==> config.mk <==
export PLATFORM = sky130hd
export DESIGN_NAME = fixed_divider
export DESIGN_NICKNAME = d
export VERILOG_FILES = /design/src/rtl/fixed_divider.sv
export SDC_FILE = /design/constraint.sdc
export NUM_CORES = 1
export LEC_CHECK = 0
export CAP_MARGIN = 40
export CORE_ASPECT_RATIO = 1.75
export CORE_MARGIN = 3
export CORE_UTILIZATION = 53
export CTS_CLUSTER_DIAMETER = 50
export CTS_CLUSTER_SIZE = 40
export DETAILED_ROUTE_END_ITERATION = 10
export PLACE_DENSITY = 0.77
export SLEW_MARGIN = 20
export SYNTH_ARGS = -nofsm -noshare
export SYNTH_HDL_FRONTEND = slang
export SYNTH_SLANG_ARGS = --single-unit
==> constraint.sdc <==
create_clock -name clk -period 3.1 [get_ports clk]
set_input_delay 0.62 -clock clk [delete_from_list [all_inputs] [get_ports clk]]
set_output_delay 0.62 -clock clk [all_outputs]
set_load 0.01 [all_outputs]
==> src/rtl/fixed_divider.sv <==
// fixed_divider: sequential restoring signed Q-format divider with saturation
module fixed_divider #(
    parameter int N = 32,
    parameter int Q = 16
) (
    input  logic         clk,
    input  logic         rst_n,
    input  logic         start,
    input  logic [N-1:0] x,
    input  logic [N-1:0] y,
    output logic         busy,
    output logic         done,
    output logic [N-1:0] z,
    output logic         ov
);
    localparam int W = N + Q;
    localparam int CW = $clog2(W + 2);
    localparam logic [CW-1:0] ITER_END = CW'(W);
    localparam logic [CW-1:0] LAST = CW'(W + 1);
    localparam logic [W-1:0] QLIM = W'(1) << (N - 1);
    localparam logic [N-1:0] ZMAX = {1'b0, {(N-1){1'b1}}};
    localparam logic [N-1:0] ZMIN = {1'b1, {(N-1){1'b0}}};

    typedef enum logic [1:0] {IDLE, CALC, DONE} state_t;

    state_t         state, state_nx;
    logic [W-1:0]   dvd, qm;
    logic [N-1:0]   ay;
    logic [N:0]     rem;
    logic [N+1:0]   rem_sh;
    logic [CW-1:0]  cnt;
    logic           neg, dz, ge, ov_nx;
    logic [N-1:0]   ax_abs, ay_abs, z_nx;

    // Magnitudes of the operands; the most negative value maps onto 2^(N-1)
    always_comb begin
        ax_abs = x[N-1] ? -x : x;
        ay_abs = y[N-1] ? -y : y;
        rem_sh = {rem, dvd[W-1]};
        ge     = rem_sh >= {2'b0, ay};
        ov_nx  = dz | (!neg && qm >= QLIM) | (neg && qm > QLIM);
        z_nx   = ov_nx ? (neg ? ZMIN : ZMAX) : neg ? -qm[N-1:0] : qm[N-1:0];
    end

    // State register
    always_ff @(posedge clk or negedge rst_n) begin
        if (!rst_n) state <= IDLE;
        else        state <= state_nx;
    end

    // Next state and handshake outputs
    always_comb begin
        state_nx = state;
        busy     = state != IDLE;
        done     = state == DONE;
        case (state)
            IDLE:    state_nx = start ? CALC : IDLE;
            CALC:    state_nx = (cnt == LAST) ? DONE : CALC;
            DONE:    state_nx = IDLE;
            default: state_nx = IDLE;
        endcase
    end

    // Operand capture, one restoring step per CALC cycle, result registration
    always_ff @(posedge clk or negedge rst_n) begin
        if (!rst_n) begin
            dvd <= '0;
            qm  <= '0;
            ay  <= '0;
            rem <= '0;
            cnt <= '0;
            neg <= 1'b0;
            dz  <= 1'b0;
            z   <= '0;
            ov  <= 1'b0;
        end else if (state == IDLE && start) begin
            dvd <= {ax_abs, {Q{1'b0}}};
            ay  <= ay_abs;
            neg <= x[N-1] ^ y[N-1];
            dz  <= y == '0;
            qm  <= '0;
            rem <= '0;
            cnt <= '0;
        end else if (state == CALC) begin
            cnt <= cnt + 1'b1;
            if (cnt < ITER_END) begin
                rem <= ge ? (N+1)'(rem_sh - {2'b0, ay}) : rem_sh[N:0];
                qm  <= {qm[W-2:0], ge};
                dvd <= dvd << 1;
            end
            if (cnt == LAST) begin
                z  <= z_nx;
                ov <= ov_nx;
            end
        end
    end
endmodule

---- Yosys cells after proc, flatten, opt, wreduce, memory -nomap -nowiden ----
Cells that the tools add are included.
operators by class
  bitwise gates (word level) .............. 4
  reductions and logical operators ........ 11
  multiplexer cells ....................... 20
  magnitude comparators ................... 4
  equal/unequal tests ..................... 3
  $add $sub $neg .......................... 5
operator list
  operator              number
  $mux 48               6
  $mux 32               5
  $mux 33               4
  $neg 32->32           3
  $ge 48x32->1 const B  1
  $gt 48x32->1 const B  1
  $ge 34x32->1          1
  $sub 33x32->33        1
  $logic_not 32->1      1
  $mux 6                2
  $add 6x1->6 const B   1
  $eq 6x6->1 const B    1
  $lt 6x6->1 const B    1
  $reduce_bool 2->1     3
  $pmux 2 s2            1
  $logic_and 1x1->1     3
  $reduce_and 3->1      1
  $eq 2x1->1 const B    1
  $eq 2x2->1 const B    1
  $logic_not 2->1       1
  $mux 2                1
  $or 1x1->1            2
  $reduce_and 2->1      1
  $logic_not 1->1       1
  other kinds (3)       3
word-level totals
  register bits after elaboration ......... 204

---- Logic depth before layout (Yosys ltp) ----
Gate-level depths: netlist of run 1.
  depth after elaboration ................. 5
  depth in mapped cells ................... 13
  gate-level depth less buffers ........... 12

---- Worst setup path after synthesis of run 1 ----
OpenSTA, ideal clock, no wires.
  path kind ............................... input-to-reg
  start point ............................. input y[4]
  end point ............................... register ay[28]
  setup time .............................. 0.132 ns
  buffers on the path ..................... 1
  path slack .............................. -0.271 ns
  arrival ................................. 3.239 ns
  stages on the path ...................... 10
  path through ............................ nor4_2 -> nand2_1 -> or4_4 -> or3_4 -> or4_4 -> or3_1 -> buf_6 -> o41ai_4 -> xor2_1 -> o21ai_1
on the way
  word-level cells in the longest chain between the ends .. 2
ends and longest elaborated chain
  element               RTL line  source
  start, declared       10        input logic [N-1:0] y,
  $neg 32->32           38        ay_abs = y[N-1] ? -y : y;
  $mux 32               38
  end signal, assigned  78        ay <= ay_abs;
  end, declared         28        logic [N-1:0] ay;
No other way between the ends.
A chain may end at the register's enable or synchronous reset.

---- Final worst setup path of run 1 ----
  start point ............................. register ay[0]
  end point ............................... register rem[4]
on the way
  word-level cells in the longest chain between the ends .. 5
  elaborated cells on any way between the ends .. 6
  classes of those cells .................. add/sub (1); order compare (1); mux (4)
ends and longest elaborated chain
  element                                                RTL line  source
  $sub 33x32->33 / $ge 34x32->1 (equally long branches)  87, 40
  $mux 33 *                                              87        rem <= ge ? (N+1)'(rem_sh - {2'b0, ay}) : rem_sh[N:0];
  $mux 33 *                                              86        if (cnt < ITER_END) begin
  $mux 33 *                                              84        end else if (state == CALC) begin
  $mux 33 *                                              76        end else if (state == IDLE && start) begin
  end signal, assigned                                   87
  end, declared                                          29        logic [N:0] rem;
Mark *: on every way between the ends. The rest lies on a longest branch, timed or not. The select of a mux whose other input is x is not followed.

==> impl_metrics.tcl, run 1 <==
set metrics [dict create \
    status "finished with violations" \
    violations "setup timing" \
    hold_class "input port to async pin" \
    rows 70 \
    ys_seq_area_frac 0.415 \
    grt_use_total 0.278 \
    p_int_mw 3.92 \
    period_needed_ps 3110 \
    fin_crit_sh 1.00 \
    ant_nets 0 \
    place_inst 1686 \
    drive_gt1_frac 0.186 \
    dieArea_sq_um 23200 \
    coreArea_sq_um 20900 \
    final_util 0.702 \
    syn-num-nets 1393 \
    clkLatencyLatePin_ps 450 \
    vias_per_cell 6.21 \
    comb_power_share 0.069 \
    die_x_microns 117 \
    hold_buffers 0 \
    ys_types 68 \
    drt_iter0_markers 780 \
    timing.final.ws_setup_ps -11.9 \
    vias 10900 \
    slowest_delay_ps 420 \
    cts_tree "built" \
    max-slew-margin-rel 0.484 \
    grt_pass1_wl_mm 51.3 \
    drc 0 \
    cp.required_ps 3480 \
    arrival_ps 3490 \
    dp_hpwl_mm 22.4 \
    synth_area_sq_um 11300 \
    final_area_sq_um 14700 \
    gr-total-overflow 0 \
    routed_wl_mm 32.8 \
    slowest_stage "dfrtp_1" \
    synth_edf_count 0 \
    cpLargestDelayFamily "compound AO/OA/AOI/OAI gates" \
    fp.dieH_microns 199 \
    path_buf_inv 2 \
    nets 1601 \
    rsz0062_at_grt "true" \
    final.setup.tns_ps -67.2 \
    initial_core_util 0.541 \
    setup_violations 10 \
    clock-sinks 188 \
    cellPowerDensity_nw_per_um2 346 \
    netlist_top_cells_area "dfrtp_1, o21ai_0, nand2_1, xor2_1, a22o_1" \
    area_growth_pct 29.8 \
    grt_max_degree 100 \
    cts_max_path_buffers 2 \
    postSynthCellCount 1288 \
    power_switching_mw 1.16 \
    io_buffers 101 \
    place_area_sq_um 13400 \
    fmax_ghz 0.321 \
    first_global_vias 10800 \
    synth_top_cell_by_area "dfrtp_1" \
    ys.flop_type "dfrtp_1" \
    startpoint_type "flip-flop" \
    htree_levels 4 \
    power_frac_seq 0.482 \
    layout.cells.non_filler 1761 \
    drt-wirelength-per-cell_microns 18.6 \
    criticalPathCategory "flip-flop to flip-flop" \
    gp_congestion 0.898 \
    path_max_fanout 7 \
    end_kind "flip-flop" \
    fin_worst_skew_ps 6.49 \
    antenna_found_initial 0 \
    hold_violations 0 \
    cts_root_buffer "clkbuf_16" \
    worst_hold_slack_ps 144 \
    cp_cell_sequence "ha_4 -> fa_2 -> nor2b_4 -> o31a_1 -> buf_6 -> o311ai_4 -> and3_4 -> o41a_1 -> o211a_4 -> buf_12 -> a211oi_2 -> a21oi_1 -> o21ai_1" \
    drt_first_pass_iters 6 \
    vdd_drop_max_mv 0.346 \
    worst_pin_slew_ps 773 \
    path_clk_slew_ps 70 \
    max_cap_viol_count 0 \
    cts_made_buffers 17 \
    async_flop_share 1.00 \
    synth_seq_cells 188 \
    p_leak_nw 6.28 \
    finalMaxSlewViolations 0 \
    power_frac_clock 0.448 \
    ys_warn_count 0 \
    synth_area_per_cell_sq_um 8.80 \
    synth_top_area_share 0.415 \
    antenna_cells 0 \
    ios 102 \
    power_switching_share 0.229 \
]
-- cells by family after synthesis --
logic type,share of synthesized area
DFF,0.415
AOI/OAI and AO/OA,0.251
muxes,0.0115
and+or+nand+nor,0.165
buffers and inverters,0.0424
adders and majority gates,0.0426
xor gates and xnor gates,0.0719
-- cell usage in the layout, fill, tap and decap left out, drive strengths merged, types with 15 or more instances in the layout --
cell type,n
nand4,16
a22oi,29
dfrtp,188
or4,17
nand2,162
a22o,60
nor3,25
a21o,18
o21ai,180
nor2,69
buf,168
xnor2,25
o41ai,15
xor2,68
inv,49
a21oi,57
nand3,27
ha,37
o31ai,20
clkbuf,23
clkdlybuf4s50,88
-- layer usage --
metal	track usage	share of wire
met1	0.288	0.35
met2	0.520	0.55
met3	0.0400	0.040
met4	0.161	0.056
met5	0	0
-- flip-flops by register name, indices dropped and copies added (netlist names) --
signal	count
dz	1
z	32
rem	33
state	2
cnt	6
dvd	32
neg	1
ov	1
qm	48
ay	32
-- per-stage QoR --
stage	setup WS [ps]	total power, mW
final	-11.9	5.08
after detailed placement	-961	2.82
after global routing	-113	5.23
after CTS	-53.9	5.10
after global placement	-894	2.81
after floorplan	-247	2.59
-- Yosys cell counts (14+ instances only) --
cell,instances
nand4_1,16
a22oi_1,29
xor2_1,68
o41ai_1,14
o21ai_1,32
nand3_1,27
xnor2_1,25
nor2_1,69
a22o_1,60
inv_1,46
or4_1,15
nor2b_1,14
a21oi_1,57
ha_1,37
dfrtp_1,188
nor3_1,25
a21o_1,18
clkbuf_1,73
nand2_1,162
o31ai_1,18
o21ai_0,148
-- worst paths after layout --
| path | startpoint | end | slack [ps] | depth (start not counted) |
|---|---|---|---|---|
| setup / recovery | ay[0] | rem[4] | -10 | 13 |
| hold / removal | rst_n | qm[5] | 140 | 1 |
| setup reg to reg | ay[0] | rem[4] | -10 | 13 |
| hold reg to reg | z[26] | z[26] | 470 | 2 |
| max in group asynchronous | rst_n | qm[46] | 2110 | 2 |
| min in group clk | z[26] | z[26] | 470 | 2 |
-- layout make-up --
type | count | area, sq um
Fill cell | 1576 | 6230
Clock buffer | 19 | 443
Sequential cell | 188 | 4700
Timing Repair Buffer | 267 | 2400
Multi-Input combinational cell | 974 | 6490
Inverter | 48 | 185
Tap cell | 252 | 315
Clock inverter | 13 | 164
-- power by group through the flow --
stage          logic [mW]  clock network (mW)  registers, mW
6_report            0.353                2.28           2.45
5_1_grt             0.383                2.40           2.45
4_1_cts             0.343                2.30           2.45
3_5_place_dp        0.320                   0           2.50
3_3_place_gp        0.312                   0           2.50
2_1_floorplan      0.0954                   0           2.50
-- timing repair --
| item | 4_1_cts | 5_1_grt |
|---|---|---|
| hold endpoints to repair | 0 | 0 |
| buffers inserted | 34 | 8 |
| pin swaps | 17 | 24 |
| gates resized for setup | 46 | 72 |
| setup endpoints to repair | 48 | 50 |
| cloned | 0 | 2 |
No activity file was read; power rests on OpenSTA's default activity.
==> inputs of run 2 (changes only) <==
PLACE_DENSITY = 0.76   (was 0.77)
SETUP_SLACK_MARGIN = 0.3   (was default)
==> run 2 against run 1 <==
Effect of this change: the run still ends with setup timing left; non-clock buffer count decreased by 35; setup slack got worse by 120 ps; combinational power decreased by 6.5%; clock power increased by 2%; utilization increased by 0.65 points; maximum frequency decreased by 3.9%; register-to-register slack got worse by 120 ps; power increased by 0.36%; final area increased by 0.92%; largest cell class unchanged.
==> impl_metrics.tcl, run 2 (same netlist as run 1, synthesis figures left out) <==
set metrics [dict create \
    fp.dieH_microns 199 \
    drive_gt1_frac 0.197 \
    cts_made_buffers 17 \
    gp_congestion 0.955 \
    first_global_vias 10600 \
    nets 1566 \
    final_cell_mix "dfrtp_1, nand2_1, o21ai_0" \
    layout_commonest_cell "dfrtp_1" \
    hold_buffers 0 \
    dp_hpwl_mm 21.5 \
    layout.cells.non_filler 1727 \
    drt_first_pass_iters 6 \
    routed_wl_mm 31.7 \
    timing.rr.end "rem[10]" \
    coreArea_sq_um 20900 \
    drt_iter0_markers 1009 \
    final_util 0.709 \
    antenna_found_initial 1 \
    max_cap_viol_count 0 \
    rsz0062_at_grt "true" \
    p_leak_nw 6.18 \
    path_clk_slew_ps 80 \
    vias_per_cell 6.23 \
    cp_cell_sequence "inv_2 -> ha_4 -> fa_2 -> nor2b_4 -> o31a_1 -> o311ai_4 -> and3_4 -> o41a_1 -> o211a_4 -> buf_12 -> buf_6 -> buf_12 -> mux2i_1 -> o21ai_1" \
    ant_nets 0 \
    end_kind "flip-flop" \
    top_regs "qm: 48 flops, rem: 33 flops" \
    clkLatencyLatePin_ps 450 \
    place_ws_ps -915 \
    arrival_ps 3560 \
    timing.final.ws_setup_ps -137 \
    cpMostUsedCell "buf_12" \
    hold_violations 0 \
    grt_use_total 0.273 \
    io_buffers 101 \
    initial_core_util 0.541 \
    htree_levels 4 \
    final.setup.tns_ps -2350 \
    cts_root_buffer "clkbuf_16" \
    vias 10800 \
    gr-total-overflow 0 \
    setup_violations 29 \
    hold_class "input port to async pin" \
    place_inst 1667 \
    finalMaxSlewViolations 0 \
    startpoint_type "flip-flop" \
    ios 102 \
    clock-sinks 188 \
    reg2reg_depth 14 \
    fill_cells 1564 \
    drc 0 \
    drt-wirelength-per-cell_microns 18.4 \
    status "finished with violations" \
    grt_pass1_wl_mm 51.0 \
    path_buf_inv 4 \
    criticalPathCategory "flip-flop to flip-flop" \
    violations "setup timing" \
    cpLargestDelayFamily "compound AO/OA/AOI/OAI gates" \
    vdd_drop_max_mv 0.325 \
    cts_tree "built" \
    largest_register_ffs 48 \
    worst_pin_slew_ps 666 \
    cp.required_ps 3420 \
    cellPowerDensity_nw_per_um2 344 \
    grt_max_degree 80 \
    slowest_delay_ps 440 \
    r2r_setup_slack_ps -140 \
    fmax_ghz 0.309 \
    cts_max_path_buffers 2 \
    die_x_microns 117 \
    slowest_stage "o41a_1" \
    max-slew-margin-rel 0.555 \
    top_register "qm" \
    area_growth_pct 31.0 \
    rr_startpoint "dvd[47]" \
    dieArea_sq_um 23200 \
    period_needed_ps 3240 \
    path_max_fanout 5 \
    crit_cells 14 \
    fin_crit_sh 1.04 \
    fin_worst_skew_ps 10.7 \
    rows 70 \
]
run 2: worst register-to-register path: cells and delay by family, from the launching register on:
| family | cells | cell delay (ps) |
|---|---|---|
| DFF | 1 | 400 |
| AOI/OAI and AO/OA | 5 | 1170 |
| muxes | 1 | 160 |
| buffers and inverters | 4 | 480 |
| and+or+nand+nor | 2 | 350 |
| adders and majority gates | 2 | 560 |
run 2: metal layers:
metal	up-vias	part of all wire	GRT usage
met5	-	0	0
met4	0	0.057	0.146
met3	129	0.038	0.0397
met2	377	0.53	0.492
met1	5195	0.37	0.305
li1	5066	-	-
run 2: worst max path at each step:
stage | slack [ps] | end | startpoint
2_1_floorplan | -250 | ay[28] | y[4]
3_3_place_gp | -870 | ay[28] | y[4]
3_5_place_dp | -920 | ay[28] | y[4]
4_1_cts | 40 | ay[24] | y[3]
5_1_grt | -190 | rem[3] | dvd[47]
6_report | -140 | rem[10] | dvd[47]
run 2: layout make-up:
type / instances / area [sq um] / share of cell area
Inverter: 48 / 193 / 0.0130
Clock inverter: 13 / 173 / 0.0116
Timing Repair Buffer: 232 / 2230 / 0.151
Tap cell: 252 / 315 / 0.0212
Multi-Input combinational cell: 974 / 6760 / 0.456
Antenna cell: 1 / 2.50 / 0.000169
Clock buffer: 19 / 453 / 0.0305
Sequential cell: 188 / 4710 / 0.317
run 2: where the power goes:
| group | switching, mW | internal (mW) | total, mW |
|---|---|---|---|
| registers | 0 | 2.45 | 2.45 |
| clock network | 1.05 | 1.27 | 2.32 |
| logic | 0.174 | 0.156 | 0.330 |
| total | 1.22 | 3.88 | 5.10 |
run 2: per-stage QoR:
step / hold WS [ps] / power, mW / area (sq um)
floorplan: 324 / 2.60 / 11500
global placement: 455 / 2.81 / 13300
detailed placement: 456 / 2.82 / 13300
CTS: 148 / 5.13 / 14500
global route: 165 / 5.26 / 14800
finish: 134 / 5.10 / 14800
run 2: timing repair:
item                       4_1_cts  5_1_grt
setup buffers                   16        6
setup endpoints to repair       67       73
cloned                           5        0
pin swaps                       47       50
resized for setup              136       61
